File: config.mk
export PLATFORM = sky130hd
export DESIGN_NAME = bmem_line_adapter_flat
export DESIGN_NICKNAME = d
export VERILOG_FILES = /design/src/rtl/bmem_line_adapter_pkg.sv /design/src/rtl/bmem_line_adapter_if.sv /design/src/rtl/bmem_line_adapter_arbiter.sv /design/src/rtl/bmem_line_adapter.sv /design/src/flat_wrapper.sv
export SDC_FILE = /design/constraint.sdc
export NUM_CORES = 1
export LEC_CHECK = 0
export CORE_AREA = 2 2 404 406
export DETAILED_ROUTE_END_ITERATION = 10
export DIE_AREA = 0 0 406 408
export PLACE_DENSITY = 0.5
export SETUP_SLACK_MARGIN = 0.4
export SYNTH_ARGS = -nofsm -noshare
export SYNTH_HDL_FRONTEND = slang
export SYNTH_HIERARCHICAL = 1
export SYNTH_SLANG_ARGS = --single-unit
File: constraint.sdc
create_clock -name clk -period 5.9 [get_ports clk]
set_input_delay 0.885 -clock clk [delete_from_list [all_inputs] [get_ports clk]]
set_output_delay 0.885 -clock clk [all_outputs]
set_load 0.01 [all_outputs]
File: src/rtl/bmem_line_adapter_pkg.sv
// ============================================================================
//  Module      : bmem_line_adapter_pkg
//  Description : Shared types and constants for the bmem line adapter.
//  Revision    : 1.0 - initial release
// ============================================================================
`default_nettype none
`timescale 1ns/1ps

package bmem_line_adapter_pkg;

   localparam int BEAT_W     = 64;
   localparam int BEATS      = 4;
   localparam int LINE_W     = BEAT_W * BEATS;
   localparam int CNT_W      = $clog2(BEATS);
   localparam int LINE_BYTES = LINE_W / 8;

   typedef enum logic [2:0] {
      ST_IDLE     = 3'd0,
      ST_RD_REQ   = 3'd1,
      ST_RD_WAIT  = 3'd2,
      ST_WR_BURST = 3'd3,
      ST_RESP     = 3'd4
   } bmem_state_t;

   typedef enum logic {
      CLIENT_I = 1'b0,
      CLIENT_D = 1'b1
   } client_t;

endpackage

`default_nettype wire

File: src/rtl/bmem_line_adapter_if.sv
// ============================================================================
//  Module      : bmem_line_adapter_if
//  Description : bmem pin bundle; master = line adapter, slave = memory.
//  Revision    : 1.0 - initial release
// ============================================================================
`default_nettype none
`timescale 1ns/1ps

interface bmem_line_adapter_if
   import bmem_line_adapter_pkg::*;
#(
   parameter int ADDR_W = 32
);
   logic [ADDR_W-1:0] addr;
   logic              read;
   logic              write;
   logic [BEAT_W-1:0] wdata;
   logic              ready;
   logic [ADDR_W-1:0] raddr;
   logic [BEAT_W-1:0] rdata;
   logic              rvalid;

   modport master (
      output addr, read, write, wdata,
      input  ready, raddr, rdata, rvalid
   );

   modport slave (
      input  addr, read, write, wdata,
      output ready, raddr, rdata, rvalid
   );
endinterface

`default_nettype wire

File: src/rtl/bmem_line_adapter_arbiter.sv
// ============================================================================
//  Module      : bmem_rr_arbiter
//  Description : Two-requester round-robin arbiter (I-cache / D-cache).
//  Revision    : 1.0 - initial release
// ============================================================================
`default_nettype none
`timescale 1ns/1ps

module bmem_rr_arbiter
   import bmem_line_adapter_pkg::*;
(
   input  logic    clk,
   input  logic    rst_n,
   input  logic    i_req_i,
   input  logic    d_req_i,
   input  logic    en_i,
   output logic    gnt_vld_o,
   output client_t gnt_o
);

   client_t last_grant_q;
   client_t last_grant_d;

   // On contention favour whichever client was not granted last time
   always_comb begin
      gnt_vld_o    = en_i & (i_req_i | d_req_i);
      gnt_o        = CLIENT_I;
      if (i_req_i && d_req_i) begin
         gnt_o = (last_grant_q == CLIENT_I) ? CLIENT_D : CLIENT_I;
      end else if (d_req_i) begin
         gnt_o = CLIENT_D;
      end
      last_grant_d = gnt_vld_o ? gnt_o : last_grant_q;
   end

   // Remember the most recent grant
   always_ff @(posedge clk or negedge rst_n) begin
      if (!rst_n) begin
         last_grant_q <= CLIENT_I;
      end else begin
         last_grant_q <= last_grant_d;
      end
   end

endmodule

`default_nettype wire

File: src/rtl/bmem_line_adapter.sv
// ============================================================================
//  Module      : bmem_line_adapter
//  Description : Arbitrates I/D cache line requests and converts each into a
//                4-beat bmem burst; reassembles read lines and pulses resp.
//  Revision    : 1.0 - initial release
// ============================================================================
`default_nettype none
`timescale 1ns/1ps

module bmem_line_adapter
   import bmem_line_adapter_pkg::*;
#(
   parameter int ADDR_W = 32
)(
   input  logic                clk,
   input  logic                rst_n,
   input  logic [ADDR_W-1:0]   i_addr,
   input  logic                i_read,
   output logic [LINE_W-1:0]   i_rdata,
   output logic                i_resp,
   input  logic [ADDR_W-1:0]   d_addr,
   input  logic                d_read,
   input  logic                d_write,
   input  logic [LINE_W-1:0]   d_wdata,
   output logic [LINE_W-1:0]   d_rdata,
   output logic                d_resp,
   bmem_line_adapter_if.master bmem,
   output logic                err
);

   localparam logic [ADDR_W-1:0] LINE_MASK = ~ADDR_W'(LINE_BYTES - 1);
   localparam logic [CNT_W-1:0]  LAST_BEAT = CNT_W'(BEATS - 1);

   bmem_state_t       state_q, state_d;
   logic [CNT_W-1:0]  cnt_q, cnt_d;
   client_t           client_q, client_d;
   logic [ADDR_W-1:0] addr_q, addr_d;
   logic              wr_q, wr_d;
   logic [LINE_W-1:0] wdata_q, wdata_d;
   logic [LINE_W-1:0] line_q, line_d;
   logic              err_q, err_d;

   logic              gnt_vld;
   client_t           gnt;
   logic              beat_ok;
   logic              last_beat;

   bmem_rr_arbiter u_arb (
      .clk       (clk),
      .rst_n     (rst_n),
      .i_req_i   (i_read),
      .d_req_i   (d_read | d_write),
      .en_i      (state_q == ST_IDLE),
      .gnt_vld_o (gnt_vld),
      .gnt_o     (gnt)
   );

   assign beat_ok   = bmem.rvalid && (bmem.raddr == addr_q);
   assign last_beat = (cnt_q == LAST_BEAT);

   // State register
   always_ff @(posedge clk or negedge rst_n) begin
      if (!rst_n) begin
         state_q <= ST_IDLE;
      end else begin
         state_q <= state_d;
      end
   end

   // Next-state logic
   always_comb begin
      state_d = state_q;
      case (state_q)
         ST_IDLE:     if (gnt_vld) state_d = (gnt == CLIENT_D && d_write) ? ST_WR_BURST : ST_RD_REQ;
         ST_RD_REQ:   if (bmem.ready) state_d = ST_RD_WAIT;
         ST_RD_WAIT:  if (beat_ok && last_beat) state_d = ST_RESP;
         ST_WR_BURST: if (bmem.ready && last_beat) state_d = ST_RESP;
         ST_RESP:     state_d = ST_IDLE;
         default:     state_d = ST_IDLE;
      endcase
   end

   // Output decode: everything is zero unless the state drives it
   always_comb begin
      bmem.addr  = '0;
      bmem.read  = 1'b0;
      bmem.write = 1'b0;
      bmem.wdata = '0;
      i_resp     = 1'b0;
      i_rdata    = '0;
      d_resp     = 1'b0;
      d_rdata    = '0;
      err        = err_q;
      case (state_q)
         ST_RD_REQ: begin
            bmem.read = 1'b1;
            bmem.addr = addr_q;
         end
         ST_WR_BURST: begin
            bmem.write = 1'b1;
            bmem.addr  = addr_q;
            bmem.wdata = wdata_q[int'(cnt_q)*BEAT_W +: BEAT_W];
         end
         ST_RESP: begin
            if (client_q == CLIENT_I) begin
               i_resp  = 1'b1;
               i_rdata = line_q;
            end else begin
               d_resp  = 1'b1;
               d_rdata = wr_q ? '0 : line_q;
            end
         end
         default: ;
      endcase
   end

   // Transaction capture, beat counting, line assembly and error tracking
   always_comb begin
      cnt_d    = cnt_q;
      client_d = client_q;
      addr_d   = addr_q;
      wr_d     = wr_q;
      wdata_d  = wdata_q;
      line_d   = line_q;
      err_d    = err_q;
      case (state_q)
         ST_IDLE: begin
            if (gnt_vld) begin
               client_d = gnt;
               addr_d   = ((gnt == CLIENT_D) ? d_addr : i_addr) & LINE_MASK;
               wr_d     = (gnt == CLIENT_D) && d_write;
               wdata_d  = d_wdata;
               cnt_d    = '0;
               // Simultaneous read+write is served as a writeback but flagged
               if (gnt == CLIENT_D && d_read && d_write) err_d = 1'b1;
            end
         end
         ST_RD_WAIT: begin
            if (beat_ok) begin
               line_d[int'(cnt_q)*BEAT_W +: BEAT_W] = bmem.rdata;
               cnt_d = cnt_q + CNT_W'(1);
            end
         end
         ST_WR_BURST: begin
            if (bmem.ready) cnt_d = cnt_q + CNT_W'(1);
         end
         ST_RESP: cnt_d = '0;
         default: ;
      endcase
      // Any read beat that is not the expected one is a protocol violation
      if (bmem.rvalid && (state_q != ST_RD_WAIT || !beat_ok)) err_d = 1'b1;
   end

   // Datapath registers
   always_ff @(posedge clk or negedge rst_n) begin
      if (!rst_n) begin
         cnt_q    <= '0;
         client_q <= CLIENT_I;
         addr_q   <= '0;
         wr_q     <= 1'b0;
         wdata_q  <= '0;
         line_q   <= '0;
         err_q    <= 1'b0;
      end else begin
         cnt_q    <= cnt_d;
         client_q <= client_d;
         addr_q   <= addr_d;
         wr_q     <= wr_d;
         wdata_q  <= wdata_d;
         line_q   <= line_d;
         err_q    <= err_d;
      end
   end

endmodule

`default_nettype wire
File: src/flat_wrapper.sv
// flat-port wrapper written by rule: the top's interface ports become plain ports
module bmem_line_adapter_flat import bmem_line_adapter_pkg::*;
#(
   parameter int ADDR_W = 32
)
  (clk, rst_n, i_addr, i_read, i_rdata, i_resp, d_addr, d_read, d_write, d_wdata, d_rdata, d_resp, err, bmem_addr, bmem_read, bmem_write, bmem_wdata, bmem_ready, bmem_raddr, bmem_rdata, bmem_rvalid);
  bmem_line_adapter_if #(.ADDR_W(ADDR_W)) bmem_i ();
  input  logic clk;
  input  logic rst_n;
  input  logic [ADDR_W-1:0] i_addr;
  input  logic i_read;
  output logic [LINE_W-1:0] i_rdata;
  output logic i_resp;
  input  logic [ADDR_W-1:0] d_addr;
  input  logic d_read;
  input  logic d_write;
  input  logic [LINE_W-1:0] d_wdata;
  output logic [LINE_W-1:0] d_rdata;
  output logic d_resp;
  output logic err;
  output wire logic [$bits(bmem_i.addr)-1:0] bmem_addr;
  output wire logic [$bits(bmem_i.read)-1:0] bmem_read;
  output wire logic [$bits(bmem_i.write)-1:0] bmem_write;
  output wire logic [$bits(bmem_i.wdata)-1:0] bmem_wdata;
  input wire logic [$bits(bmem_i.ready)-1:0] bmem_ready;
  input wire logic [$bits(bmem_i.raddr)-1:0] bmem_raddr;
  input wire logic [$bits(bmem_i.rdata)-1:0] bmem_rdata;
  input wire logic [$bits(bmem_i.rvalid)-1:0] bmem_rvalid;
  assign bmem_addr = bmem_i.addr;
  assign bmem_read = bmem_i.read;
  assign bmem_write = bmem_i.write;
  assign bmem_wdata = bmem_i.wdata;
  assign bmem_i.ready = bmem_ready;
  assign bmem_i.raddr = bmem_raddr;
  assign bmem_i.rdata = bmem_rdata;
  assign bmem_i.rvalid = bmem_rvalid;
  bmem_line_adapter #(.ADDR_W(ADDR_W)) u_core (.clk(clk), .rst_n(rst_n), .i_addr(i_addr), .i_read(i_read), .i_rdata(i_rdata), .i_resp(i_resp), .d_addr(d_addr), .d_read(d_read), .d_write(d_write), .d_wdata(d_wdata), .d_rdata(d_rdata), .d_resp(d_resp), .bmem(bmem_i), .err(err));
endmodule
==> results.toml, run 1 <==
[cts]
cts.repair.resized = 0
tritoncts = "built"
clkSlewWorstSetupHoldPaths_ns = 0.06
cts_setup_buffers = 0
cts_hold_buf = 0
clock_insertion_delay_worst_skew_ns = 0.66
cts_inserted_buffers = 73
clockRootBuffer = "clkbuf_16"
cts_sinks = 548
h-tree-depth = 3
clockBufferDepth = 3

[logic_synthesis]
synth_simple_gate_area_frac = 0.270
synth_cells = 3197
synth_xor_area_frac = 0.00824
synth_top_family_by_area = "simple AND/OR/NAND/NOR gates"
synthMuxAreaShare = 0.149
yosysUniqueCellTypes = 42
syn_avg_cell_area_um2 = 8.98
synth-compound-area-share = 0.00881
ys_seq_area_frac = 0.478
netlist_area_um2 = 28700
synth-seq-cells = 548
yosys_warnings = 6
synth_fa_ha_area_frac = 0.00218

[global_route]
grt_pass1_vias = 26500
grt_max_degree = 144
grtUsageTotal = 0.173
grt_first_pass_wirelength_um = 206000
grt-ovfl-total = 0
antenna_found_initial = 29

[sta]
rsz0062_at_grt = "no"
setup_viol = 0
setup-tns-final_ns = 0
hold_viol_final = 0
fmax_mhz = 203
fin_crit_sh = 0.836
fin_worst_hold_slack_ns = 0.298
skew_ns = 0.0340
relSlewSlack = 0.201
worstMarginPinSlew_ns = 1.19
fin_ws_ns = 0.968
slew_violations = 0
min_period_ns = 4.93

[floorplan]
die_x_um = 406
ios = 1036
initial_utilization = 0.178
core_um2 = 162000
dieArea_um2 = 166000
rows = 148
die_h_um = 408

[critical_path]
cp_max_fo = 47
required_ns = 5.02
r2r-end = "u_core/line_q[35]"
cp_top_family = "simple AND/OR/NAND/NOR gates"
startpoint_type = "register"
r2r_slack_ns = 2.50
slowest_delay_ns = 0.73
cp_data_arrival_time_ns = 4.05
worstSetupEndpointType = "primary output"
crit_type = "register to primary output"
worstRegToRegCells = 7
cp_num_buf_inv = 2
cpMaxStageDelayCell = "clkdlybuf4s50_1"
cp_cell_sequence = "nor2_1 -> and3_1 -> nor2b_4 -> buf_4 -> and2_1 -> clkdlybuf4s50_1"
r2r-start = "u_core/addr_q[25]"

[route]
ant_nets = 0
drtPass1Iterations = 5
wl_per_cell_um = 23.1
drc = 0
wirelength_um = 147000
vias = 26000
drt-vias-per-instance = 4.09
drt_first_iter_violations = 1498

[placement]
placed_area_um2 = 41100
dp_hpwl_um = 112000
gp_congestion = 0.881
io_buffers = 1020
pre_cts_slack_ns = 1.51
dp.cells = 6220

[cells_and_area]
final_cell_mix = "nand2_1 (1,065), clkdlybuf4s50_1 (1,019), dfrtp_1 (544), and2_1 (284), mux2i_1 (283)"
final_cell_area_um2 = 43500
finalNonFillerCells = 6356
nNetsFinal = 4548
final_common_cell = "nand2_1"
drive_above_1_share = 0.0635
area_growth_pct = 51.6

[run]
max_cap_violations = 0

[outcome]
status = "completed"

[pwr]
leakagePower_nw = 22.1
power_density_nw_per_um2 = 203
peakVddDrop_mv = 0.173

[min_path]
hold_path_class = "input pin to async pin"
-- power by group --
group / total (mW) / leakage (nW) / internal (mW) / switching [mW]
sequential: 3.76 / 6.30 / 3.76 / 0.0000142
clock: 4.58 / 1.16 / 2.71 / 1.87
combinational: 0.480 / 14.6 / 0.270 / 0.210
total: 8.81 / 22.1 / 6.74 / 2.08
-- metal layers --
layer | track usage | up-vias | share of wire
li1 | - | 12000 | -
met1 | 0.212 | 13000 | 0.41
met5 | 0 | - | 0.00064
met3 | 0.0544 | 178 | 0.084
met4 | 0.0533 | 14 | 0.028
met2 | 0.287 | 857 | 0.48
-- through the flow --
step / power [mW] / utilization
finish: 8.81 / 0.269
global placement: 4.31 / 0.254
CTS: 8.97 / 0.269
detailed placement: 4.31 / 0.254
global route: 9.13 / 0.269
floorplan: 3.87 / -
-- final cells by class --
cell class | instances | area, µm²
well taps | 2175 | 2720
clock inverters | 20 | 305
diodes | 8 | 20.0
clock buffers | 108 | 2080
fillers | 17400 | 118000
repair buffers | 1090 | 10900
multi-input cells | 2144 | 12700
flip-flops and latches | 548 | 13700
inverters | 263 | 987
-- how the worst max path moves through the flow --
stage                 startpoint            endpoint  slack (ns)  cells past startpoint
2_1_floorplan  u_core/state_q[0]        d_rdata[215]        3.24                      7
3_3_place_gp         bmem_rvalid  u_core/line_q[217]        1.47                      8
3_5_place_dp         bmem_rvalid  u_core/line_q[242]        1.51                      8
4_1_cts        u_core/state_q[0]        d_rdata[192]        0.76                      6
5_1_grt        u_core/state_q[0]        d_rdata[192]        0.58                      6
6_report       u_core/state_q[0]        d_rdata[187]        0.97                      6
-- state kept, by name, indices dropped and copies added (netlist names) --
register and flops:
u_core/cnt_q 2, u_core/wdata_q 256, u_core/line_q 256, u_core/client_q 1
u_core/state_q 3, u_core/err 1, u_core/u_arb/last_grant_q 1, u_core/wr_q 1
u_core/addr_q 27
-- cell usage after synthesis (all sizes together) --
cell    count  area [µm²]
o22ai       1        6.26
nand3b      2        15.0
a222oi      1        10.0
mux4       64        1440
nand4       7        43.8
a21boi      2        15.0
or2         1        6.26
conb        1        3.75
o211ai      1        7.51
dfrtp     548       13700
and2      286        1790
nor3b       4        35.0
a21oi       6        30.0
clkbuf    163         612
nor3      260        1310
and3       68         427
o21a        1        7.51
nor2        5        18.8
mux2i     283        2830
nor2b       2        12.5
inv       263         987
buf        83         803
nand3       9        45.0
a21bo       1        10.0
ha          5        62.6
xnor2      27         236
a31oi       1        6.26
o21ai      30         150
nor4        3        40.0
nor4b       1        8.76
nand2    1067        4010
a221o       1        10.0
-- kinds of logic after synthesis --
logic type | count (synthesis)
multiplexers | 347
AO/OA/AOI/OAI | 45
other | 1
AND/OR/NAND/NOR | 1715
flip-flops | 548
XOR/XNOR | 27
buffers and inverters | 509
adder cells (fa/ha/maj) | 5
-- worst reg2reg max path, cell delays in order, from the launching register on --
cell,delay (ns)
dfrtp_1,0.40
xnor2_1,0.92
nand4_1,0.38
nor4_4,0.34
buf_4,0.25
nand3_4,0.37
buf_12,0.40
mux2i_1,0.19
(Power assumes the default switching activity.)
==> run 2, diff against run 1 <==
- PLACE_DENSITY: 0.5 -> 0.51
- clock period: 5.9 -> 4.2 ns (I/O delays scaled with it)
==> results.toml, run 2 (synthesized netlist as in run 1, its figures left out) <==
[outcome]
status = "completed"

[critical_path]
cp_data_arrival_time_ns = 3.11
worstSetupEndpointType = "primary output"
cp_num_buf_inv = 4
required_ns = 3.57
startpoint_type = "register"
cpMaxStageDelayCell = "clkdlybuf4s50_1"
cp_top_family = "buffers and inverters"
slowest_delay_ns = 0.57
cp_cell_sequence = "nor2_4 -> and3_1 -> nor2b_4 -> buf_4 -> buf_16 -> buf_8 -> and2_1 -> clkdlybuf4s50_1"
crit_type = "register to primary output"
cp_max_fo = 26

[global_route]
antenna_found_initial = 28
grt_first_pass_wirelength_um = 210000
grt-ovfl-total = 0
grt_pass1_vias = 27400
grtUsageTotal = 0.177
grt_max_degree = 94

[pwr]
power_density_nw_per_um2 = 280
p_int_mw = 9.62
pwr-share-seq = 0.424
clockPowerShare = 0.521
peakVddDrop_mv = 0.248
pwr-share-comb = 0.055
p_switching_mw = 2.84
leakagePower_nw = 22.9
switching_share = 0.228

[route]
drt_first_iter_violations = 1645
wl_per_cell_um = 23.4
ant_nets = 0
drt-vias-per-instance = 4.14
vias = 26600
drc = 0
drtPass1Iterations = 5
wirelength_um = 150000

[sta]
setup-tns-final_ns = 0
slew_violations = 0
min_period_ns = 3.74
worstMarginPinSlew_ns = 0.910
fmax_mhz = 268
fin_ws_ns = 0.464
hold_viol_final = 0
setup_viol = 0
skew_ns = 0.0277
rsz0062_at_grt = "yes"
relSlewSlack = 0.389
fin_crit_sh = 0.890

[placement]
gp_congestion = 0.907
pre_cts_slack_ns = 0.334
io_buffers = 1020
dp_hpwl_um = 115000

[cts]
tritoncts = "built"
clkSlewWorstSetupHoldPaths_ns = 0.06
cts_inserted_buffers = 72
clockRootBuffer = "clkbuf_16"
clock_insertion_delay_worst_skew_ns = 0.65
cts_sinks = 548
clockBufferDepth = 3
h-tree-depth = 3

[floorplan]
die_x_um = 406
die_h_um = 408
ios = 1036
dieArea_um2 = 166000
initial_utilization = 0.178
rows = 148
core_um2 = 162000

[cells_and_area]
drive_above_1_share = 0.0847
nFillCells = 17400
area_growth_pct = 55.1
reg.largest.list = "u_core/line_q x256, u_core/wdata_q x256, u_core/addr_q x27"
final_common_cell = "nand2_1"
nNetsFinal = 4616
final_cell_mix = "nand2_1 (1,065), clkdlybuf4s50_1 (988), dfrtp_1 (542), mux2i_1 (283), and2_1 (282)"

[min_path]
hold_path_class = "input pin to async pin"

[run]
max_cap_violations = 0
==> run 2: cell count changes in the layout (fill, tap and decap cells not counted), moves of 7 or more <==
| cell | previous run | this run |
|---|---|---|
| clkbuf_8 | 10 | 17 |
| buf_12 | 16 | 43 |
| clkdlybuf4s50_1 | 1019 | 988 |
| buf_4 | 54 | 99 |
| clkbuf_1 | 24 | 16 |
| dlymetal6s2s_1 | 0 | 13 |
| dlygate4sd2_1 | 0 | 7 |
==> run 2: final cells by class <==
class,instances,area (µm²),share of cell area
tap,2175,2720,0.0611
sequential,548,13700,0.308
clock buffer,107,2150,0.0482
antenna,9,22.5,0.000506
clock inverter,18,289,0.00649
timing repair buffer,1159,11900,0.267
multi-input combinational,2144,12800,0.286
inverter,263,987,0.0222
==> run 2: stage by stage <==
stage	total power [mW]	util	cells	area, µm²	hold slack, ns
detailed placement	6.07	0.259	6279	41800	0.457
CTS	12.7	0.275	6412	44500	0.00445
global placement	6.07	0.259	6279	41800	0.453
global route	12.9	0.275	6415	44500	0.0308
finish	12.5	0.275	6423	44500	0.0492
floorplan	5.44	-	3201	28700	0.334
==> run 2: power groups by stage <==
stage	Combinational (mW)	Sequential, mW	Clock, mW
floorplan	0.0610	5.38	0
detailed placement	0.697	5.38	0
global placement	0.697	5.38	0
CTS	0.701	5.28	6.71
finish	0.691	5.28	6.49
global route	0.737	5.28	6.89
==> run 2: metal layers <==
layer	part of all wire	vias up	global-route usage
met5	0.00077	-	0
met1	0.41	13200	0.218
met2	0.47	1000	0.292
met3	0.081	217	0.0529
li1	-	12100	-
met4	0.039	16	0.0650
==> run 2: what timing repair did <==
| item | CTS | global route |
|---|---|---|
| setup buffers | 6 | 2 |
| cloned | 2 | 0 |
| endpoints found under the setup margin | 404 | 145 |
| hold endpoints to repair | 0 | 0 |
| gates resized for setup | 25 | 17 |
| hold buffers | 0 | 0 |
| pin swaps | 1 | 1 |
==> run 2: final timing paths <==
kind	start	endpoint	slack (ns)	cells past startpoint
max in group asynchronous	rst_n	u_core/wdata_q[55]	3.12	3
max reg2reg	u_core/cnt_q[0]	u_core/line_q[248]	1.19	9
max	u_core/state_q[1]	d_rdata[181]	0.46	8
min	rst_n	u_core/line_q[86]	0.05	1
min in group clk	u_core/wdata_q[146]	u_core/wdata_q[146]	0.47	2
min reg2reg	u_core/wdata_q[146]	u_core/wdata_q[146]	0.47	2
==> run 2: worst reg2reg max path: cells and delay by family, from the launching register on <==
kind                     cells  cell delay [ns]
multiplexers                 1             0.16
adder cells (fa/ha/maj)      1             0.43
flip-flops                   1             0.70
AND/OR/NAND/NOR              2             0.36
buffers and inverters        5             1.30
==> run 3, diff against run 2 <==
- CORE_AREA: 2 2 404 406 -> 2 2 399 401
- CTS_BUF_LIST: not set -> sky130_fd_sc_hd__clkbuf_4 sky130_fd_sc_hd__clkbuf_8
- DIE_AREA: 0 0 406 408 -> 0 0 401 403
- PLACE_DENSITY: 0.51 -> 0.52
==> results.toml, run 3 (synthesized netlist as in run 1, its figures left out) <==
[outcome]
status = "completed"

[route]
ant_nets = 0
drt-vias-per-instance = 4.20
wl_per_cell_um = 23.6
vias = 27000
drc = 0
drt_first_iter_violations = 1824
wirelength_um = 151000
drtPass1Iterations = 5

[cts]
clock_insertion_delay_worst_skew_ns = 0.81
tritoncts = "built"
clkSlewWorstSetupHoldPaths_ns = 0.06
cts_sinks = 548
clockBufferDepth = 3
cts_inserted_buffers = 108
clockRootBuffer = "clkbuf_8"
h-tree-depth = 3

[cells_and_area]
final_cell_area_um2 = 45100
area_growth_pct = 57.0
seq_area_um2 = 13700
nFillCells = 16900
multi_input_area_um2 = 12800
final_cell_mix = "nand2_1 (1,065), clkdlybuf4s50_1 (895), dfrtp_1 (542), mux2i_1 (283), and2_1 (269)"
reg.largest.list = "u_core/line_q x256, u_core/wdata_q x256, u_core/addr_q x27"
drive_above_1_share = 0.112
finalNonFillerCells = 6421
final_common_cell = "nand2_1"
nNetsFinal = 4671

[critical_path]
cp_cell_sequence = "nor2_4 -> and3_1 -> nor2b_4 -> buf_12 -> buf_16 -> and2_4 -> clkdlybuf4s50_1"
cp_top_family = "buffers and inverters"
cp_data_arrival_time_ns = 3.02
cp_num_buf_inv = 3
slowest_delay_ns = 0.54
worstSetupEndpointType = "primary output"
cp_max_fo = 35
required_ns = 3.57
cpMaxStageDelayCell = "clkdlybuf4s50_1"
r2r_slack_ns = 1.44
crit_type = "register to primary output"
startpoint_type = "register"

[sta]
worstMarginPinSlew_ns = 0.930
fmax_mhz = 274
skew_ns = 0.0581
setup-tns-final_ns = 0
fin_worst_hold_slack_ns = 0.361
slew_violations = 0
min_period_ns = 3.65
setup_viol = 0
relSlewSlack = 0.380
rsz0062_at_grt = "yes"
fin_crit_sh = 0.869
hold_viol_final = 0

[pwr]
leakagePower_nw = 24.7
switching_share = 0.239
peakVddDrop_mv = 0.189
power_mw = 12.3
power_density_nw_per_um2 = 273
p_int_mw = 9.37
p_switching_mw = 2.95
pwr-share-comb = 0.056
clockPowerShare = 0.515
pwr-share-seq = 0.429

[floorplan]
core_um2 = 157000
dieArea_um2 = 162000
die_x_um = 401
initial_utilization = 0.182
ios = 1036
rows = 146
die_h_um = 403

[global_route]
grt-ovfl-total = 0
grt_max_degree = 111
grtUsageTotal = 0.181
grt_first_pass_wirelength_um = 210000
antenna_found_initial = 37
grt_pass1_vias = 27500

[placement]
dp.cells = 6168
gp_congestion = 0.899
placed_area_um2 = 41600
dp_hpwl_um = 113000
io_buffers = 1020

[run]
max_cap_violations = 0

[min_path]
hold_path_class = "input pin to register"
run 3: cell count changes in the layout (fill, tap and decap cells not counted), sizes merged:
cell           before   now
buf               151   163
bufbuf              0     2
bufinv              7     5
clkbuf            107   179
clkdlybuf4s50     988   895
clkinv              7    12
diode               9    19
dlygate4sd2         7    30
dlygate4sd3         0     1
dlymetal6s2s       13    84
inv               265   264
nand2            1067  1068
run 3: per-stage QoR:
| stage | worst slack (ns) | utilization |
|---|---|---|
| final | 0.549 | 0.286 |
| after global routing | 0.335 | 0.286 |
| after CTS | 0.323 | 0.284 |
| after detailed placement | 0.412 | 0.264 |
| after global placement | 0.354 | 0.264 |
| after floorplan | 1.69 | - |
run 3: path summary, 6_finish.rpt:
| path | start | to | cells after the start |
|---|---|---|---|
| max | u_core/state_q[0] | d_rdata[50] | 7 |
| max reg2reg | u_core/addr_q[14] | u_core/line_q[116] | 7 |
| max in group asynchronous | rst_n | u_core/line_q[203] | 3 |
| min | d_wdata[201] | u_core/wdata_q[201] | 3 |
| min reg2reg | u_core/wdata_q[222] | u_core/wdata_q[222] | 2 |
| min in group asynchronous | rst_n | u_core/line_q[20] | 2 |
run 3: routing by layer:
| layer | GRT usage | vias up | routed length [µm] |
|---|---|---|---|
| met3 | 0.0592 | 207 | 12800 |
| met2 | 0.296 | 1056 | 71500 |
| met4 | 0.0655 | 14 | 5120 |
| met5 | 0 | - | 95 |
| met1 | 0.221 | 13400 | 61900 |
| li1 | - | 12300 | - |
run 3: worst register-to-register path, stage by stage, from the launching register on:
cell	delay, ns
dfrtp_1	0.40
xnor2_1	0.46
nand4_1	0.25
nor4_4	0.29
buf_4	0.25
nand3_4	0.39
buf_12	0.40
mux2i_1	0.16
run 3: power by group through the flow:
stage	logic, mW	clock network (mW)	registers (mW)
after global placement	0.695	0	5.38
after CTS	0.699	6.55	5.28
after detailed placement	0.694	0	5.38
after floorplan	0.0610	0	5.38
final	0.690	6.35	5.28
after global routing	0.738	6.75	5.28
run 3: cell type report:
type                       count  share of cell area
clock buffer                 177              0.0502
clock inverter                20             0.00586
tap                         2072              0.0575
timing repair buffer        1177               0.274
sequential                   548               0.305
multi-input combinational   2145               0.285
antenna                       19             0.00106
inverter                     263              0.0219
run 3: repair_timing:
action / CTS / global route
setup endpoints to repair: 563 / 197
cloned: 7 / 2
buffers inserted: 24 / 3
endpoints found under the hold margin: 62 / 0
gates resized for setup: 73 / 97
hold buffers: 1 / 0
pin swaps: 3 / 1
